File: config.mk
export PLATFORM = sky130hd
export DESIGN_NAME = joybus_device_flat
export DESIGN_NICKNAME = d
export VERILOG_FILES = /design/src/rtl/joybus_if.sv /design/src/rtl/joybus_device.sv /design/src/flat_wrapper.sv
export SDC_FILE = /design/constraint.sdc
export NUM_CORES = 1
export LEC_CHECK = 0
export ABC_AREA = 1
export CORE_MARGIN = 3
export CORE_UTILIZATION = 33
export DETAILED_ROUTE_END_ITERATION = 12
export PLACE_DENSITY = 0.6
export SLEW_MARGIN = 20
export SYNTH_ARGS = -nofsm -noshare
export SYNTH_HDL_FRONTEND = slang
export SYNTH_SLANG_ARGS = --single-unit
File: constraint.sdc
create_clock -name clk -period 2 [get_ports clk]
set_clock_uncertainty 0.15 [all_clocks]
set_input_delay 0.4 -clock clk [delete_from_list [all_inputs] [get_ports clk]]
set_output_delay 0.4 -clock clk [all_outputs]
set_load 0.005 [all_outputs]
File: src/rtl/joybus_if.sv
// Joybus responder signal bundle: line level in, drive-low out, payload and status.
// The master modport is the host/environment side; slave is the responder.
interface joybus_if;
  logic        jb_in;
  logic [31:0] btn_data;
  logic        jb_drive_low;
  logic        cmd_valid;
  logic [7:0]  cmd_byte;
  logic        busy;
  logic        rx_err;

  modport master (
    output jb_in, btn_data,
    input  jb_drive_low, cmd_valid, cmd_byte, busy, rx_err
  );

  modport slave (
    input  jb_in, btn_data,
    output jb_drive_low, cmd_valid, cmd_byte, busy, rx_err
  );
endinterface

File: src/rtl/joybus_device.sv
// Joybus controller emulator: decodes one host command byte, replies with status or buttons.
// Define JB_RESET_CMD_EN to also answer command 0xFF with the 0x00 status reply.
module joybus_device #(
  parameter int US_CYCLES     = 25,
  parameter int RESP_DELAY_US = 2,
  parameter int TIMEOUT_US    = 8
) (
  input  logic clk,
  input  logic rst_n,
  joybus_if.slave jb
);

  localparam int TIMEOUT_CYC = TIMEOUT_US * US_CYCLES;
  localparam int RESP_CYC    = RESP_DELAY_US * US_CYCLES;
  localparam int BIT_CYC     = 4 * US_CYCLES;
  localparam int MAX_CYC     = (TIMEOUT_CYC > BIT_CYC) ?
                               ((TIMEOUT_CYC > RESP_CYC) ? TIMEOUT_CYC : RESP_CYC) :
                               ((BIT_CYC > RESP_CYC) ? BIT_CYC : RESP_CYC);
  localparam int CW          = $clog2(MAX_CYC + 1);

  typedef logic [CW-1:0] cnt_t;

  localparam cnt_t TIMEOUT_C  = cnt_t'(TIMEOUT_CYC);
  localparam cnt_t SAMPLE_C   = cnt_t'(2 * US_CYCLES);
  localparam cnt_t ONE_US_C   = cnt_t'(US_CYCLES);
  localparam cnt_t THREE_US_C = cnt_t'(3 * US_CYCLES);
  localparam cnt_t STOP_C     = cnt_t'(2 * US_CYCLES);
  localparam cnt_t BIT_END_C  = cnt_t'(BIT_CYC - 1);
  // Synchroniser, run counter and output flop add 3 cycles; trim so the wire gap is exact.
  localparam cnt_t RESP_T_C   = cnt_t'(RESP_CYC - 3);
  localparam cnt_t MAX_C      = '1;

`ifdef JB_RESET_CMD_EN
  localparam bit RESET_CMD_EN = 1'b1;
`else
  localparam bit RESET_CMD_EN = 1'b0;
`endif

  typedef enum logic [3:0] {
    IDLE, RX_BIT, RX_HIGH, RX_STOP, RESP_WAIT, TX, TX_STOP, GUARD, DRAIN
  } state_t;

  state_t      state, state_n;
  cnt_t        cnt, cnt_n;
  cnt_t        hi_cnt, lo_cnt;
  logic [1:0]  sync;
  logic        line_prev;
  logic [3:0]  bit_cnt, bit_cnt_n;
  logic [7:0]  rx_sr, rx_sr_n;
  logic [31:0] tx_sr, tx_sr_n;
  logic [5:0]  tx_left, tx_left_n;
  logic [7:0]  cmd_q, cmd_n;
  logic        drive_q, drive_n;
  logic        cmd_valid_q, cmd_valid_n;
  logic        rx_err_q, rx_err_n;

  wire line = sync[1];
  wire fall = line_prev & ~line;

  function automatic logic is_supported(input logic [7:0] b);
    return (b == 8'h00) || (b == 8'h01) || (RESET_CMD_EN && (b == 8'hFF));
  endfunction

  // Line synchroniser plus saturating run-length counters of the current line level.
  always_ff @(posedge clk) begin
    // NOTE: reset is synchronous, so it is simply the highest-priority term of the D logic.
    if (!rst_n) begin
      sync      <= 2'b11;
      line_prev <= 1'b1;
      hi_cnt    <= '0;
      lo_cnt    <= '0;
    end else begin
      // NOTE: non-blocking assignments make every flop sample pre-edge values.
      sync      <= {sync[0], jb.jb_in};
      line_prev <= line;
      hi_cnt    <= !line ? '0 : ((hi_cnt != MAX_C) ? hi_cnt + 1'b1 : hi_cnt);
      lo_cnt    <=  line ? '0 : ((lo_cnt != MAX_C) ? lo_cnt + 1'b1 : lo_cnt);
    end
  end

  always_ff @(posedge clk) begin
    if (!rst_n) begin
      state       <= IDLE;
      cnt         <= '0;
      bit_cnt     <= '0;
      rx_sr       <= '0;
      tx_sr       <= '0;
      tx_left     <= '0;
      cmd_q       <= '0;
      drive_q     <= 1'b0;
      cmd_valid_q <= 1'b0;
      rx_err_q    <= 1'b0;
    end else begin
      state       <= state_n;
      cnt         <= cnt_n;
      bit_cnt     <= bit_cnt_n;
      rx_sr       <= rx_sr_n;
      tx_sr       <= tx_sr_n;
      tx_left     <= tx_left_n;
      cmd_q       <= cmd_n;
      drive_q     <= drive_n;
      cmd_valid_q <= cmd_valid_n;
      rx_err_q    <= rx_err_n;
    end
  end

  always_comb begin
    // NOTE: every next-value defaults first, so no path through the case can infer a latch.
    state_n     = state;
    cnt_n       = cnt;
    bit_cnt_n   = bit_cnt;
    rx_sr_n     = rx_sr;
    tx_sr_n     = tx_sr;
    tx_left_n   = tx_left;
    cmd_n       = cmd_q;
    drive_n     = 1'b0;
    cmd_valid_n = 1'b0;
    rx_err_n    = 1'b0;

    case (state)
      IDLE: if (fall) begin
        state_n   = RX_BIT;
        cnt_n     = cnt_t'(1);
        bit_cnt_n = '0;
      end
      RX_BIT: begin
        if (lo_cnt >= TIMEOUT_C) begin
          rx_err_n = 1'b1;
          state_n  = DRAIN;
        end else if (cnt == SAMPLE_C) begin
          rx_sr_n   = {rx_sr[6:0], line};
          bit_cnt_n = bit_cnt + 1'b1;
          state_n   = RX_HIGH;
        end else begin
          cnt_n = cnt + 1'b1;
        end
      end
      RX_HIGH: begin
        // A long high run means the host gave up and the bus is already idle.
        if (hi_cnt >= TIMEOUT_C) begin
          rx_err_n = 1'b1;
          state_n  = IDLE;
        end else if (fall) begin
          cnt_n   = cnt_t'(1);
          state_n = (bit_cnt == 4'd8) ? RX_STOP : RX_BIT;
        end
      end
      RX_STOP: begin
        if (lo_cnt >= TIMEOUT_C) begin
          rx_err_n = 1'b1;
          state_n  = DRAIN;
        end else if (line) begin
          if (is_supported(rx_sr)) begin
            cmd_n       = rx_sr;
            cmd_valid_n = 1'b1;
            tx_sr_n     = (rx_sr == 8'h01) ? jb.btn_data : {24'h05_00_02, 8'h00};
            tx_left_n   = (rx_sr == 8'h01) ? 6'd32 : 6'd24;
            state_n     = RESP_WAIT;
          end else begin
            state_n = DRAIN;
          end
        end
      end
      RESP_WAIT: if (hi_cnt >= RESP_T_C) begin
        state_n = TX;
        cnt_n   = '0;
      end
      TX: begin
        drive_n = (cnt < (tx_sr[31] ? ONE_US_C : THREE_US_C));
        if (cnt == BIT_END_C) begin
          cnt_n     = '0;
          tx_sr_n   = {tx_sr[30:0], 1'b0};
          tx_left_n = tx_left - 1'b1;
          if (tx_left == 6'd1) state_n = TX_STOP;
        end else begin
          cnt_n = cnt + 1'b1;
        end
      end
      TX_STOP: begin
        drive_n = 1'b1;
        if (cnt == STOP_C - 1'b1) state_n = GUARD;
        else                      cnt_n   = cnt + 1'b1;
      end
      GUARD:   if (hi_cnt >= ONE_US_C)  state_n = IDLE;
      DRAIN:   if (hi_cnt >= TIMEOUT_C) state_n = IDLE;
      default: state_n = IDLE;
    endcase
  end

  assign jb.jb_drive_low = drive_q;
  assign jb.cmd_valid    = cmd_valid_q;
  assign jb.cmd_byte     = cmd_q;
  assign jb.rx_err       = rx_err_q;
  assign jb.busy         = (state != IDLE);

endmodule
File: src/flat_wrapper.sv
// flat-port wrapper written by rule: the top's interface ports become plain ports
module joybus_device_flat 
#(
  parameter int US_CYCLES     = 25,
  parameter int RESP_DELAY_US = 2,
  parameter int TIMEOUT_US    = 8
)
  (clk, rst_n, jb_jb_in, jb_btn_data, jb_jb_drive_low, jb_cmd_valid, jb_cmd_byte, jb_busy, jb_rx_err);
  joybus_if jb_i ();
  input  logic clk;
  input  logic rst_n;
  input wire logic [$bits(jb_i.jb_in)-1:0] jb_jb_in;
  input wire logic [$bits(jb_i.btn_data)-1:0] jb_btn_data;
  output wire logic [$bits(jb_i.jb_drive_low)-1:0] jb_jb_drive_low;
  output wire logic [$bits(jb_i.cmd_valid)-1:0] jb_cmd_valid;
  output wire logic [$bits(jb_i.cmd_byte)-1:0] jb_cmd_byte;
  output wire logic [$bits(jb_i.busy)-1:0] jb_busy;
  output wire logic [$bits(jb_i.rx_err)-1:0] jb_rx_err;
  assign jb_i.jb_in = jb_jb_in;
  assign jb_i.btn_data = jb_btn_data;
  assign jb_jb_drive_low = jb_i.jb_drive_low;
  assign jb_cmd_valid = jb_i.cmd_valid;
  assign jb_cmd_byte = jb_i.cmd_byte;
  assign jb_busy = jb_i.busy;
  assign jb_rx_err = jb_i.rx_err;
  joybus_device #(.US_CYCLES(US_CYCLES), .RESP_DELAY_US(RESP_DELAY_US), .TIMEOUT_US(TIMEOUT_US)) u_core (.clk(clk), .rst_n(rst_n), .jb(jb_i));
endmodule
Word level (Yosys, flattened, before mapping)
Cells that the tools add are included.

Add/sub/neg operators: 5. $mul: 0. Divide/modulo/power cells: 0. Magnitude comparators: 5. Eq/ne operators: 34. Shift operators: 0. Multiplexer cells: 46. Bitwise operators: 5. Reductions and logical operators: 17.

Operators by type and width (number): $mux 32 (5); $mux 4 (17); $pmux 32 s2 (1); $mux 8 (7); $pmux 8 s6 (1); $pmux 4 s9 (1); $mux 6 (5); $add 8x1->8 const B (3); $ne 2x1->1 const B (10); $eq 4x3->1 const B (4); $eq 8x6->1 const B (2); $ge 8x8->1 const B (2); $ne 8x8->1 const B (2); $pmux 6 s2 (1); $ne 2x2->1 const B (5); $reduce_and 10->1 (1); $ne 3x1->1 const B (3); $eq 4x2->1 const B (2); $eq 4x4->1 const B (2); $eq 8x1->1 const B (1); $eq 8x7->1 const B (1); $ge 8x5->1 const B (1); $ge 8x6->1 const B (1); $logic_not 8->1 (1); 24 further kinds (33).

Bits in registers: 92. Latch bits: 0. Memory bits (writable): 0. ROM bits: 0. Input bits: 35. Output and inout bits: 12. Logic and storage cells: 126. Memories: 0.

Longest topological paths before layout
Depth in word-level cells: 6. Depth in mapped cells: 12. Mapped depth without buffers: 12.

Worst setup path before layout
OpenSTA, ideal clock, no wires.

Kind: register -> register. Start point: register u_core.cnt[1]. End point: register u_core.state[0]. Setup time: 0.115 ns. Arrival time: 1.403 ns. Data required time: 1.735 ns. Setup slack: 0.332 ns. Cell stages (with the launch flop): 11. Path buffers: 0. Period minus slack after synthesis: 1.668 ns. Cell sequence: dfxtp_1 ha_1 inv_1 nor2_1 nand2_1 nand2_2 nand3_1 nor2_4 nand3_1 nand2_1 nor2_1.

Word-level cells in the longest chain between the ends: 3. Elaborated cells on any way between the ends: 7. Those cells by class: eq/ne: 6; reduce/logical: 1.

RTL lines: start: declaration (line joybus_device.sv:44) `cnt_t cnt, cnt_n;`; start signal: assignment (line joybus_device.sv:95) `cnt <= cnt_n;`; $eq 8x6->1, or another cell as far along (line joybus_device.sv:130) `end else if (cnt == SAMPLE_C) begin`; $ne 3x1->1 (no source line) or $ne 2x1->1 (tied branches); $reduce_and 10->1 (no source line) (*); end signal: assignment (line joybus_device.sv:94) `state <= state_n;`; end: declaration (line joybus_device.sv:43) `state_t state, state_n;`.

Mark *: on every way between the ends. The rest lies on a longest branch, timed or not. A chain may end at the register's enable or synchronous reset.

Worst setup path after layout
Start point: register u_core.cnt[0]. End point: register u_core.cnt[2].

Word-level cells in the longest chain between the ends: 4. Elaborated cells on any way between the ends: 12. Those cells by class: add/sub: 1; eq/ne: 5; mux: 5; reduce/logical: 1.

RTL lines: $add 8x1->8 (line joybus_device.sv:135, joybus_device.sv:176, joybus_device.sv:182); $mux 8 (line joybus_device.sv:130); $mux 8 (line joybus_device.sv:127) `if (lo_cnt >= TIMEOUT_C) begin`; $pmux 8 s6 (line joybus_device.sv:120) `case (state)`.

Parallel ways exist; a longest one is shown, timed or not. The select of a mux whose other input is x is not followed.

==> qor.yml <==
cts_tree: "yes"
grt_pass1_vias: 4137
synth_edf_count: 0
async_flop_share_pct: 0
timing.final.crit_share_pct: 93.11
cts_made_buffers: 9
antenna_found_initial: 0
syn_to_final_growth_pct: 22.10
slew_viol_final: 0
seq_area_frac_synth_pct: 37.17
slowest_stage: "dfxtp_2"
synthTopCellsByArea: "dfxtp_1 (37%), nand2_1 (13%), nor2_1 (8.4%)"
synthFlopType: "dfxtp_1"
fmax_ghz: 0.5370
drt-initial-drc-count: 285
crit_type: "flop to flop"
clock_latency_ns: 0.35
worstPathArrival_ns: 1.96
synth.avg_cell_area_um2: 6.872
cts_root_buffer: "clkbuf_16"
grt_usage_pct: 14.27
grt_pass1_wl_um: 19290
critPathMaxFanout: 8
core_area_um2: 14590
status: "finished clean"
layout_min_cycle_time_ns: 1.862
hold_viol: 0
die_w_um: 128.5
drc: 0
cts_sinks: 92
ant_nets: 0
worstSetupEndpointType: "flop"
drv_cap: 0
yosysWarningCount: 0
cts_buffer_depth: 2
hold_ws_ns: 0.2681
via_count: 4534
multi_input_area_um2: 2675
cp-start-kind: "flop"
start_util_pct: 33.96
antenna_cells: 0
yosys.area.top_type: "dfxtp_1"
pin_count: 47
nFillCells: 1505
crit_chain: "inv_1 -> ha_1 -> nand3_1 -> nor2_1 -> nand2_1 -> nand2_1 -> nor2_2 -> nand2_4 -> a21oi_1 -> nor2_1"
yosys_register_bits: 92
seqCellArea_um2: 1853
avgViaCountPerCell: 4.694
fin_setup_tns_ns: 0
clk_pin_slew_ns: 0.06
gp_congestion: 0.8809
dieHeight_um: 128.5
synthCells: 721
hpwl_um: 8098
critPathMaxStageDelay_ns: 0.40
setup_viol: 0
layout-drive-gt1-share_pct: 11.76
overflow: 0
p_leak_nw: 2.764
fin_nets: 827
port_buffers: 46
wl_per_cell_um: 11.95
synth_area_um2: 4955
rsz0062_at_grt: "no"
r2r_cells: 10
grt_max_degree: 47
cp_data_required_time_ns: 2.10
firstDrtPassIters: 4
ys_types: 45
die_area_um2: 16520
p_per_area_nw_per_um2: 906.3
r2r_setup_slack_ns: 0.14
htree_levels: 3
peakVddDrop_uv: 426.8
hold_depth: 1
cts_hold_buffers: 0
slew_headroom_pct: 69.44
synth.net_count: 771
row_count: 44
hp-class: "flop to flop"
synth.top_cell.area_share_pct: 37.17
max_slew.worst_pin.slew_ns: 0.4568
wirelength_um: 11550
-- worst paths after layout --
path | endpoint | startpoint
max reg2reg | u_core.cnt[2] | u_core.cnt[0]
min reg2reg | u_core.sync[1] | u_core.sync[0]
max | u_core.cnt[2] | u_core.cnt[0]
min | u_core.sync[1] | u_core.sync[0]
-- cell usage after synthesis, types with 4 or more instances --
cell and n:
clkbuf_1 5, o21ai_0 29, nand3_1 66, buf_2 9, nand4_1 6, o21ai_1 31
ha_1 15, nand2_1 167, a21oi_1 44, nand2_2 4, nor2_1 111, inv_2 4
nand2_4 5, inv_1 67, nor3_1 7, dfxtp_1 92, buf_6 5, and3_2 7
-- state kept, by name (all words and copies together) (netlist names) --
signal	flops
u_core.bit_cnt	4
u_core.cnt	8
u_core.hi_cnt	8
u_core.jb.cmd_byte	8
u_core.jb.cmd_valid	1
u_core.jb.jb_drive_low	1
u_core.jb.rx_err	1
u_core.line_prev	1
u_core.lo_cnt	8
u_core.rx_sr	8
u_core.state	4
u_core.sync	2
u_core.tx_left	6
u_core.tx_sr	32
-- routing by layer --
layer	wire [µm]	global-route usage (%)
met3	367	3.570
met5	0	0
met2	5181	22.59
met1	5781	18.93
met4	217	5.065
-- repair_timing --
| action | CTS | global route |
|---|---|---|
| gates resized for setup | 10 | 9 |
| endpoints found under the hold margin | 0 | 0 |
| endpoints found under the setup margin | 1 | 43 |
| pin swaps | 1 | 2 |
| setup buffers | 4 | 5 |
-- critical path, delay by kind of cell (launching register included) --
family / cells / cell delay [ns]
AOI/OAI and AO/OA: 1 / 0.15
adders and majority gates: 1 / 0.20
buffers and inverters: 1 / 0.08
DFF: 1 / 0.40
and+or+nand+nor: 7 / 0.77
-- cell families (layout without fill, tap and decap cells) --
logic type | Yosys count | after routing | synth area share (%)
buf+inv | 97 | 158 | 9.545
simple gates | 393 | 393 | 35.83
flops | 92 | 92 | 37.17
xor+xnor | 6 | 6 | 1.061
compound gates | 118 | 118 | 12.60
fa+ha+maj | 15 | 15 | 3.788
-- where the power goes --
group	internal, mW	total (mW)	leakage, nW	switching, mW
sequential	1.97	2.11	0.747	0.135
combinational	0.538	1.42	1.86	0.882
clock	1.22	1.95	0.155	0.731
-- per-stage QoR --
step	total power [mW]	cells	area, µm²	util, %	setup slack [ns]
3_3_place_gp	3.453	941	5582	38.26	0.04241
3_5_place_dp	3.451	941	5582	38.26	0.05214
5_1_grt	5.789	966	6050	41.47	0.01214
6_report	5.483	966	6050	41.47	0.1378
2_1_floorplan	3.131	721	4955	-	0.3318
4_1_cts	5.501	961	5969	40.92	0.1170
-- cell usage in the layout (no fill, tap or decap), types with 9 or more instances in the layout --
cell type,count
ha_1,14
nand2_1,165
o21ai_0,29
clkdlybuf4s50_1,44
buf_4,22
nand3_1,66
a21oi_1,44
nor2_1,108
clkbuf_16,9
o21ai_1,31
dfxtp_1,85
inv_1,65
-- final cells by class --
class / instances / share of cell area, %
multi-input combinational: 532 / 44.22
sequential: 92 / 30.63
timing repair buffer: 71 / 11.23
inverter: 71 / 4.467
tap: 184 / 3.806
clock buffer: 10 / 3.785
clock inverter: 6 / 1.861
Power figures use the tool's default switching activity.
